==> src/rtl/iter_divider_if.sv <==
// Request/response bundle between the execute-stage issue logic and the iterative divider.
// The issue side is the master; the divider is the slave.
interface iter_divider_if #(
    parameter int N = 16
);
    logic         req;
    logic         signed_mode;
    logic         abort;
    logic [N-1:0] dividend;
    logic [N-1:0] divisor;
    logic [N-1:0] q;
    logic [N-1:0] r;
    logic         busy;
    logic         done;
    logic         div_by_zero;

    modport master (
        output req, signed_mode, abort, dividend, divisor,
        input  q, r, busy, done, div_by_zero
    );

    modport slave (
        input  req, signed_mode, abort, dividend, divisor,
        output q, r, busy, done, div_by_zero
    );
endinterface

==> src/rtl/iter_divider.sv <==
// Multi-cycle radix-2 restoring divider with optional signed mode, abort and divide-by-zero handling.
// Operands are converted to magnitudes on accept; signs are reapplied in the FIX cycle.
module iter_divider #(
    parameter int N         = 16,
    parameter bit SIGNED_EN = 1'b1
) (
    input logic           clk,
    input logic           rstn,
    iter_divider_if.slave bus
);
    localparam int CW = $clog2(N);

    typedef enum logic [1:0] {
        IDLE,
        CALC,
        FIX,
        ZERO
    } state_t;

    state_t state, next_state;

    logic [CW-1:0] count;
    logic [N-1:0]  part_rem;
    logic [N-1:0]  shift_reg;
    logic [N-1:0]  divisor_mag;
    logic          q_neg;
    logic          r_neg;

    logic          signed_op;
    logic          dividend_neg;
    logic          divisor_neg;
    logic [N-1:0]  dividend_mag_in;
    logic [N-1:0]  divisor_mag_in;
    logic          accept;
    logic          kill;
    logic          last_iter;
    logic [N:0]    shifted;
    logic [N:0]    trial;
    logic          trial_ok;
    logic [N-1:0]  q_fixed;
    logic [N-1:0]  r_fixed;
    logic [N-1:0]  r_zero;

    // shift_reg holds the dividend magnitude on accept; quotient bits enter at the LSB as
    // dividend bits leave the MSB, so after N iterations it holds the quotient magnitude.
    always_comb begin
        signed_op       = SIGNED_EN && bus.signed_mode;
        dividend_neg    = signed_op & bus.dividend[N-1];
        divisor_neg     = signed_op & bus.divisor[N-1];
        dividend_mag_in = dividend_neg ? -bus.dividend : bus.dividend;
        divisor_mag_in  = divisor_neg ? -bus.divisor : bus.divisor;
        accept          = (state == IDLE) && bus.req;
        kill            = bus.abort && (state != IDLE);
        last_iter       = (count == CW'(N - 1));
        shifted         = {part_rem, shift_reg[N-1]};
        trial           = shifted - {1'b0, divisor_mag};
        trial_ok        = ~trial[N];
        q_fixed         = q_neg ? -shift_reg : shift_reg;
        r_fixed         = r_neg ? -part_rem : part_rem;
        r_zero          = r_neg ? -shift_reg : shift_reg;
    end

    always_ff @(posedge clk or negedge rstn) begin
        if (!rstn) begin
            state <= IDLE;
        end else begin
            state <= next_state;
        end
    end

    // Abort overrides every transition, including the FIX/ZERO completion cycle.
    always_comb begin
        next_state = state;
        case (state)
            IDLE: begin
                if (bus.req) begin
                    next_state = (bus.divisor == '0) ? ZERO : CALC;
                end
            end
            CALC: begin
                if (last_iter) begin
                    next_state = FIX;
                end
            end
            FIX:     next_state = IDLE;
            ZERO:    next_state = IDLE;
            default: next_state = IDLE;
        endcase
        if (kill) begin
            next_state = IDLE;
        end
    end

    always_ff @(posedge clk or negedge rstn) begin
        if (!rstn) begin
            count           <= '0;
            part_rem        <= '0;
            shift_reg       <= '0;
            divisor_mag     <= '0;
            q_neg           <= 1'b0;
            r_neg           <= 1'b0;
            bus.q           <= '0;
            bus.r           <= '0;
            bus.done        <= 1'b0;
            bus.div_by_zero <= 1'b0;
        end else begin
            bus.done <= 1'b0;
            if (accept) begin
                count           <= '0;
                part_rem        <= '0;
                shift_reg       <= dividend_mag_in;
                divisor_mag     <= divisor_mag_in;
                q_neg           <= dividend_neg ^ divisor_neg;
                r_neg           <= dividend_neg;
                bus.div_by_zero <= 1'b0;
            end else if ((state == CALC) && !kill) begin
                part_rem  <= trial_ok ? trial[N-1:0] : shifted[N-1:0];
                shift_reg <= {shift_reg[N-2:0], trial_ok};
                count     <= count + CW'(1);
            end else if ((state == FIX) && !kill) begin
                bus.q    <= q_fixed;
                bus.r    <= r_fixed;
                bus.done <= 1'b1;
            end else if ((state == ZERO) && !kill) begin
                bus.q           <= '1;
                bus.r           <= r_zero;
                bus.div_by_zero <= 1'b1;
                bus.done        <= 1'b1;
            end
        end
    end

    assign bus.busy = (state != IDLE);

endmodule

==> src/flat_wrapper.sv <==
// flat-port wrapper written by rule: the top's interface ports become plain ports
module iter_divider_flat 
#(
    parameter int N         = 16,
    parameter bit SIGNED_EN = 1'b1
)
  (clk, rstn, bus_req, bus_signed_mode, bus_abort, bus_dividend, bus_divisor, bus_q, bus_r, bus_busy, bus_done, bus_div_by_zero);
  iter_divider_if #(.N(N)) bus_i ();
  input logic clk;
  input logic rstn;
  input wire logic [$bits(bus_i.req)-1:0] bus_req;
  input wire logic [$bits(bus_i.signed_mode)-1:0] bus_signed_mode;
  input wire logic [$bits(bus_i.abort)-1:0] bus_abort;
  input wire logic [$bits(bus_i.dividend)-1:0] bus_dividend;
  input wire logic [$bits(bus_i.divisor)-1:0] bus_divisor;
  output wire logic [$bits(bus_i.q)-1:0] bus_q;
  output wire logic [$bits(bus_i.r)-1:0] bus_r;
  output wire logic [$bits(bus_i.busy)-1:0] bus_busy;
  output wire logic [$bits(bus_i.done)-1:0] bus_done;
  output wire logic [$bits(bus_i.div_by_zero)-1:0] bus_div_by_zero;
  assign bus_i.req = bus_req;
  assign bus_i.signed_mode = bus_signed_mode;
  assign bus_i.abort = bus_abort;
  assign bus_i.dividend = bus_dividend;
  assign bus_i.divisor = bus_divisor;
  assign bus_q = bus_i.q;
  assign bus_r = bus_i.r;
  assign bus_busy = bus_i.busy;
  assign bus_done = bus_i.done;
  assign bus_div_by_zero = bus_i.div_by_zero;
  iter_divider #(.N(N), .SIGNED_EN(SIGNED_EN)) u_core (.clk(clk), .rstn(rstn), .bus(bus_i));
endmodule
==> config.mk <==
export PLATFORM = sky130hd
export DESIGN_NAME = iter_divider_flat
export DESIGN_NICKNAME = d
export VERILOG_FILES = /design/src/rtl/iter_divider_if.sv /design/src/rtl/iter_divider.sv /design/src/flat_wrapper.sv
export SDC_FILE = /design/constraint.sdc
export NUM_CORES = 1
export LEC_CHECK = 0
export ABC_AREA = 1
export BUFFER_PORTS_ARGS = -buffer_cell sky130_fd_sc_hd__buf_4
export CORE_AREA = 3 3 118 109
export DETAILED_ROUTE_END_ITERATION = 12
export DIE_AREA = 0 0 121 112
export PLACE_DENSITY = 0.87
export SLEW_MARGIN = 40
export SYNTH_ARGS = -nofsm -noshare
export SYNTH_HDL_FRONTEND = slang
export SYNTH_SLANG_ARGS = --single-unit
==> constraint.sdc <==
create_clock -name clk -period 2.8 [get_ports clk]
set_input_delay 0.28 -clock clk [delete_from_list [all_inputs] [get_ports clk]]
set_output_delay 0.28 -clock clk [all_outputs]
set_load 0.005 [all_outputs]
==> metrics.md, run 1 <==
| Metric | Value |
|---|---|
| CP arrival | 2.65 ns |
| Netlist cell types | 43 |
| Die area | 0.0136 mm² |
| Max capacitance violation total | 0 |
| Filler cells | 1016 |
| Routed WL | 18.9 mm |
| Req. time, crit path | 3.04 ns |
| Setup crit start kind | register |
| Normalized max-slew margin | 60.6% |
| Gpl congestion | 0.969 |
| Final setup fails | 0 |
| Setup Buffers After CTS | 0 |
| P_leak | 4.22 nW |
| Layout area overhead | 15.2% |
| Synthesized area per cell | 6.51 µm² |
| Synth warn | 0 |
| Worst-path clk slew | 0.07 ns |
| Total CTS buffers | 9 |
| Worst slack, placed | 0.426 ns |
| Pre-antenna DRT Iters | 6 |
| Initial antenna violation count | 0 |
| Hold_ws | 0.205 ns |
| Net Count, Synth | 1108 |
| Final #Nets | 1166 |
| Max clock buf depth | 2 |
| Initial Util | 57.7% |
| Via count | 7108 |
| Final Skew | 0.00589 ns |
| Post-DR wirelength/cell | 14.9 µm |
| Unrepaired setup endpoints after global routing | no |
| Post-detail-place hpwl | 14.1 mm |
| Critical path's largest stage delay | 0.40 ns |
| Yosys reg bits | 90 |
| Initial detailed-routing violation count | 802 |
| Run status | finished clean |
| Worst-Margin Slew | 0.591 ns |
| Clock sinks | 90 |
| Critical path peak fanout | 17 |
| Minimum clock period | 2.41 ns |
| Post-synth EDFFs | 0 |
| Slew Limit Fails | 0 |
| Boundary pin count | 72 |
| Post-Synthesis Cells | 1049 |
| Port Buffer Count | 71 |
| Ys async rst share | 100% |
| Cts repair resizes | 0 |
| Die Y | 112 µm |
| Global-route wire length before repair | 31.3 mm |
| Fmax | 415 MHz |
| Pwr per Cell Area | 1350 mW/mm² |
| CP max-delay cell | fa_1 |
| Post-CTS Hold Buffers | 1 |
| Clk_lat worst skew | 0.35 ns |
| Root Driver | clkbuf_16 |
| Final worst setup slack | 0.388 ns |
| GRT Resource Usage Total | 28.7% |
| Vias in the first global route | 6349 |
| Site Rows | 38 |
| Main synth FF type | dfrtp_1 |
| Proportion of layout cells with a drive suffix above 1 | 12.1% |
| Critical path class | register to register |
| Mapped cell area | 0.00683 mm² |
| Final ANT Viol Nets | 0 |
| Die Wd | 121 µm |
| Area of the core | 0.0118 mm² |
| Drt via density | 5.59 |
| CP Capture Type | register |
| Hold Path Class | input port to register |
| Worst vdd ir | 0.000905 V |
| Register area share after synthesis | 33.0% |
| Largest net degree at the start of global routing | 50 |
| Ant diodes | 0 |
| Fin. Hold Viols | 0 |
| Fin Setup TNS | 0 ns |
| CP cell instances | inv_1 -> ha_1 -> fa_1 -> inv_1 -> nand2_1 -> nand2_1 -> nand3_2 -> nand2_4 -> nand2_4 -> nand2_4 -> nand2_4 -> nand2_4 -> nand2_1 -> nand3_1 -> nand2_1 |
| Critical path's most frequent cell | nand2_4 |
| GRT overflow | 0 |
| H-tree depth | 3 |
| Final period util | 86.1% |
| CTS tree | yes |
| Drt drc | 0 |
-- cell usage in the layout, fill, tap and decap left out, drive strengths merged --
cell and n:
a211oi 1, a22o 1, dlygate4sd3 1, nand3b 6, o22ai 5, xor2 16, buf 82, nand4 11
dfrtp 90, clkinv 2, a21oi 35, o31ai 1, nor3b 1, nor2 75, o21ai 98, xnor2 6
a21o 2, bufinv 4, fa 1, nand2 367, a22oi 1, mux2i 1, o211ai 2, clkbuf 9
inv 135, o221ai 8, nand3 114, ha 21, and2 3, o21bai 3, nor3 10
-- final timing paths --
check	startpoint	endpoint	slack, ns	cells after the start
worst max-delay path	u_core.shift_reg[15]	u_core.part_rem[5]	0.39	15
worst min-delay path	bus_divisor[15]	u_core.divisor_mag[15]	0.21	3
worst max register to register	u_core.shift_reg[15]	u_core.part_rem[5]	0.39	15
worst min register to register	u_core.count[3]	u_core.count[3]	0.46	1
max in group asynchronous	rstn	u_core.divisor_mag[6]	1.69	3
min in group asynchronous	rstn	u_core.bus.r[6]	0.45	2
-- kinds of logic after synthesis --
logic type,synth area share [%]
AOI/OAI and AO/OA,12.7
xor gates and xnor gates,2.82
adders and majority gates,4.14
buffers and inverters,10.0
DFF,33.0
muxes,0.147
and+or+nand+nor,37.2
-- Yosys cell counts (3+ instances only) --
| cell type | number | area, µm² |
|---|---|---|
| a21oi_1 | 32 | 160 |
| and2_1 | 3 | 18.8 |
| buf_2 | 12 | 60.1 |
| clkbuf_1 | 18 | 67.6 |
| dfrtp_1 | 90 | 2250 |
| ha_1 | 21 | 263 |
| inv_1 | 127 | 477 |
| inv_2 | 6 | 22.5 |
| nand2_1 | 348 | 1310 |
| nand2_2 | 14 | 87.6 |
| nand2_4 | 5 | 56.3 |
| nand3_1 | 112 | 561 |
| nand3b_1 | 6 | 45.0 |
| nand4_1 | 11 | 68.8 |
| nor2_1 | 72 | 270 |
| nor2_2 | 3 | 18.8 |
| nor3_1 | 8 | 40.0 |
| o21ai_0 | 88 | 440 |
| o21ai_1 | 10 | 50.1 |
| o21bai_1 | 3 | 22.5 |
| o221ai_1 | 8 | 70.1 |
| o22ai_1 | 5 | 31.3 |
| xnor2_1 | 6 | 52.6 |
| xor2_1 | 16 | 140 |
-- per-layer routing --
metal	routed length, µm	track usage [%]	vias up
li1	-	-	3500
met1	8490	42.6	3223
met2	8220	42.3	354
met3	1830	6.04	31
met4	376	8.23	0
met5	0	0	-
-- final cells by class --
type	instances	area [µm²]	area share, %
multi-input cells	789	3900	49.6
flip-flops and latches	90	2250	28.6
repair buffers	83	638	8.11
inverters	134	503	6.39
clock buffers	9	225	2.86
well taps	160	200	2.54
clock inverters	7	149	1.89
-- where the power goes --
| group | total (W) | switching [W] | internal (W) |
|---|---|---|---|
| clock network | 0.00152 | 0.000542 | 0.000973 |
| logic | 0.00660 | 0.00427 | 0.00233 |
| registers | 0.00252 | 0.000603 | 0.00192 |
-- worst max-delay path, delay by kind of cell (launching register included) --
kind                     cells  cell delay [ns]
buffers and inverters        2             0.21
flip-flops                   1             0.39
adder cells (fa/ha/maj)      2             0.62
AND/OR/NAND/NOR             11             1.08
-- per-stage QoR --
stage	area [µm²]	utilization (%)	std cells	power [W]
finish	7870	66.5	1272	0.0106
global route	7870	66.5	1272	0.0116
CTS	7870	66.5	1272	0.0105
detailed placement	7480	63.2	1255	0.00891
global placement	7480	63.2	1255	0.00876
floorplan	6830	-	1049	0.00720
(Power assumes the default switching activity.)
==> run 2: changes to the inputs <==
--- a/config.mk
+++ b/config.mk
@@ -10,6 +10,8 @@
 export CORE_AREA = 3 3 118 109
 export DETAILED_ROUTE_END_ITERATION = 12
 export DIE_AREA = 0 0 121 112
+export GPL_ROUTABILITY_DRIVEN = 0
+export GPL_TIMING_DRIVEN = 0
 export PLACE_DENSITY = 0.87
 export SLEW_MARGIN = 40
 export SYNTH_ARGS = -nofsm -noshare
==> run 2 against run 1 <==
Net effect: the run now ends with negative hold slack left; maximum frequency fell by 4.5%; setup slack lost 0.11 ns; via count grew 1.9%; critical path type unchanged; largest cell class unchanged; highest routed layer unchanged.
==> metrics.md, run 2 (synthesis gave the netlist of run 1 again) <==
| Metric | Value |
|---|---|
| Max capacitance violation total | 0 (unchanged) |
| CP Capture Type | register |
| Failing checks | negative hold slack |
| Grt peak-use layer | met2 |
| Global-route wire length before repair | 31.0 mm (-0.90%) |
| Die area | 0.0136 mm² (unchanged) |
| GRT overflow | 0 (unchanged) |
| Cts repair resizes | 0 (unchanged) |
| Fin Setup TNS | 0 ns (unchanged) |
| Ant diodes | 0 (unchanged) |
| Unrepaired setup endpoints after global routing | no |
| Worst-path clk slew | 0.07 ns (about the same) |
| Fmax | 396 MHz (-4.5%) |
| Drt drc | 0 (unchanged) |
| Layout area overhead | 14.9% |
| Slew Limit Fails | 0 (unchanged) |
| Req. time, crit path | 3.04 ns (about the same) |
| Site Rows | 38 (unchanged) |
| Run status | finished, violations left |
| Clock sinks | 90 (unchanged) |
| Total CTS buffers | 9 (unchanged) |
| Pwr per Cell Area | 1330 mW/mm² (-1.8%) |
| Critical path class | register to register |
| Drt via density | 5.59 (about the same) |
| Setup crit start kind | register |
| CP arrival | 2.77 ns (+0.12 ns) |
| Hold_ws | -0.0271 ns (-0.232 ns) |
| Die Wd | 121 µm (unchanged) |
| Hold Path Class | input port to asynchronous set/reset pin |
| Final #Nets | 1190 (+2.1%) |
| DP Cell Count | 1280 (+2.0%) |
| Via count | 7240 (+1.9%) |
| Setup Buffers After CTS | 0 (unchanged) |
| Final Non-Filler Cells | 1296 (+1.9%) |
| Minimum clock period | 2.52 ns (+0.113 ns) |
| P_leak | 4.22 nW (-0.14%) |
| Proportion of layout cells with a drive suffix above 1 | 12.1% (about the same) |
| Post-DR wirelength/cell | 14.5 µm (-2.2%) |
| Initial Util | 57.7% (unchanged) |
| Die Y | 112 µm (unchanged) |
| Final Skew | 0.0107 ns (+0.00484 ns) |
| Initial antenna violation count | 0 (unchanged) |
| Initial detailed-routing violation count | 782 (-2.5%) |
| H-tree depth | 3 (unchanged) |
| Worst-Margin Slew | 0.700 ns (+0.109 ns) |
| Clk_lat worst skew | 0.36 ns (about the same) |
| Met1 Use GR | 40.7% (-1.9 points) |
| Met3 usage | 7.16% (+1.1 points) |
| Critical path peak fanout | 10 (-7) |
| Final setup fails | 0 (unchanged) |
| Root Driver | clkbuf_16 |
| Port Buffer Count | 71 (unchanged) |
| Worst vdd ir | 0.000525 V (-42%) |
| Most frequent cells in the layout | 348 x nand2_1, 127 x inv_1, 112 x nand3_1, 90 x dfrtp_1, 88 x o21ai_0 |
| Fin. Hold Viols | 34 (+34) |
| Post-detail-place hpwl | 14.6 mm (+3.8%) |
| Post-CTS Hold Buffers | 0 (-1) |
| Max clock buf depth | 2 (unchanged) |
| Pre-antenna DRT Iters | 5 (-1) |
| Vias in the first global route | 6506 (+2.5%) |
| GRT Resource Usage Total | 28.3% (-0.40 points) |
| Final period util | 90.2% (+4.0 points) |
| Routed WL | 18.8 mm (-0.39%) |
| Normalized max-slew margin | 53.3% (-7.2 points) |
| Commonest non-fill, non-tap cell in the layout | nand2_1 |
| Area of the core | 0.0118 mm² (unchanged) |
| CTS tree | yes |
| Final ANT Viol Nets | 0 (unchanged) |
| Boundary pin count | 72 (unchanged) |
| GRT met2 Usage | 42.6% (+0.30 points) |
| Largest net degree at the start of global routing | 91 (+82%) |
## run 2: cell types whose count changed in the layout (fill, tap and decap cells not counted), sizes merged
cell         change
dlygate4sd3      -1
clkbuf          +21
clkinv           +2
clkinvlp         +1
buf              +6
inv              -1
bufinv           -4
## run 2: power by group
part	internal, W	switching [W]
Sequential	0.00192	0.000560
Clock	0.000631	0.000524
Combinational	0.00245	0.00433
## run 2: path summary, 6_finish.rpt
kind | cells past startpoint | slack, ns | from | endpoint
min | 1 | -0.03 | rstn | u_core.bus.r[9]
max reg2reg | 16 | 0.28 | u_core.shift_reg[15] | u_core.part_rem[11]
min in group clk | 2 | 0.20 | bus_divisor[15] | u_core.q_neg
min reg2reg | 1 | 0.48 | u_core.count[3] | u_core.count[3]
max in group asynchronous | 1 | 2.34 | rstn | u_core.divisor_mag[6]
max | 16 | 0.28 | u_core.shift_reg[15] | u_core.part_rem[11]
## run 2: final cells by class
cell class              instances  area (µm²)
plain buffers                  36         181
flip-flops and latches         90        2250
inverters                     134         503
multi-input cells             789        3890
repair buffers                 71         539
clock inverters                 5        38.8
well taps                     160         200
clock buffers                  11         243
fillers                      1063        3990
## run 2: stage by stage
stage / total power (W) / hold slack [ns] / worst slack, ns / cell area (µm²) / utilization [%]
after floorplan: 0.00720 / -0.0156 / 0.713 / 6830 / -
after global placement: 0.00888 / 0.457 / 0.450 / 7560 / 63.9
after detailed placement: 0.00907 / 0.400 / 0.394 / 7570 / 63.9
after CTS: 0.0103 / 0.0253 / 0.333 / 7850 / 66.3
after global routing: 0.0114 / 0.0250 / 0.174 / 7850 / 66.3
final: 0.0104 / -0.0271 / 0.275 / 7850 / 66.3
## run 2: critical path, cell delays in order, from the launching register on
cell and delay, ns:
dfrtp_1 0.41, inv_1 0.14, ha_1 0.24, fa_1 0.42, inv_1 0.13, nand2_1 0.07, nand2_1 0.09, nand3_2 0.08
nand2_4 0.10, nand2_4 0.07, nand2_4 0.07, nand2_4 0.09, nand2_4 0.14, buf_12 0.16, nand2_2 0.05, nand3_1 0.07
nand2_1 0.06
## run 2: routing by layer
metal	up-vias	wire length, µm
li1	3538	-
met5	-	0
met4	0	329
met3	28	1840
met2	352	8240
met1	3322	8430
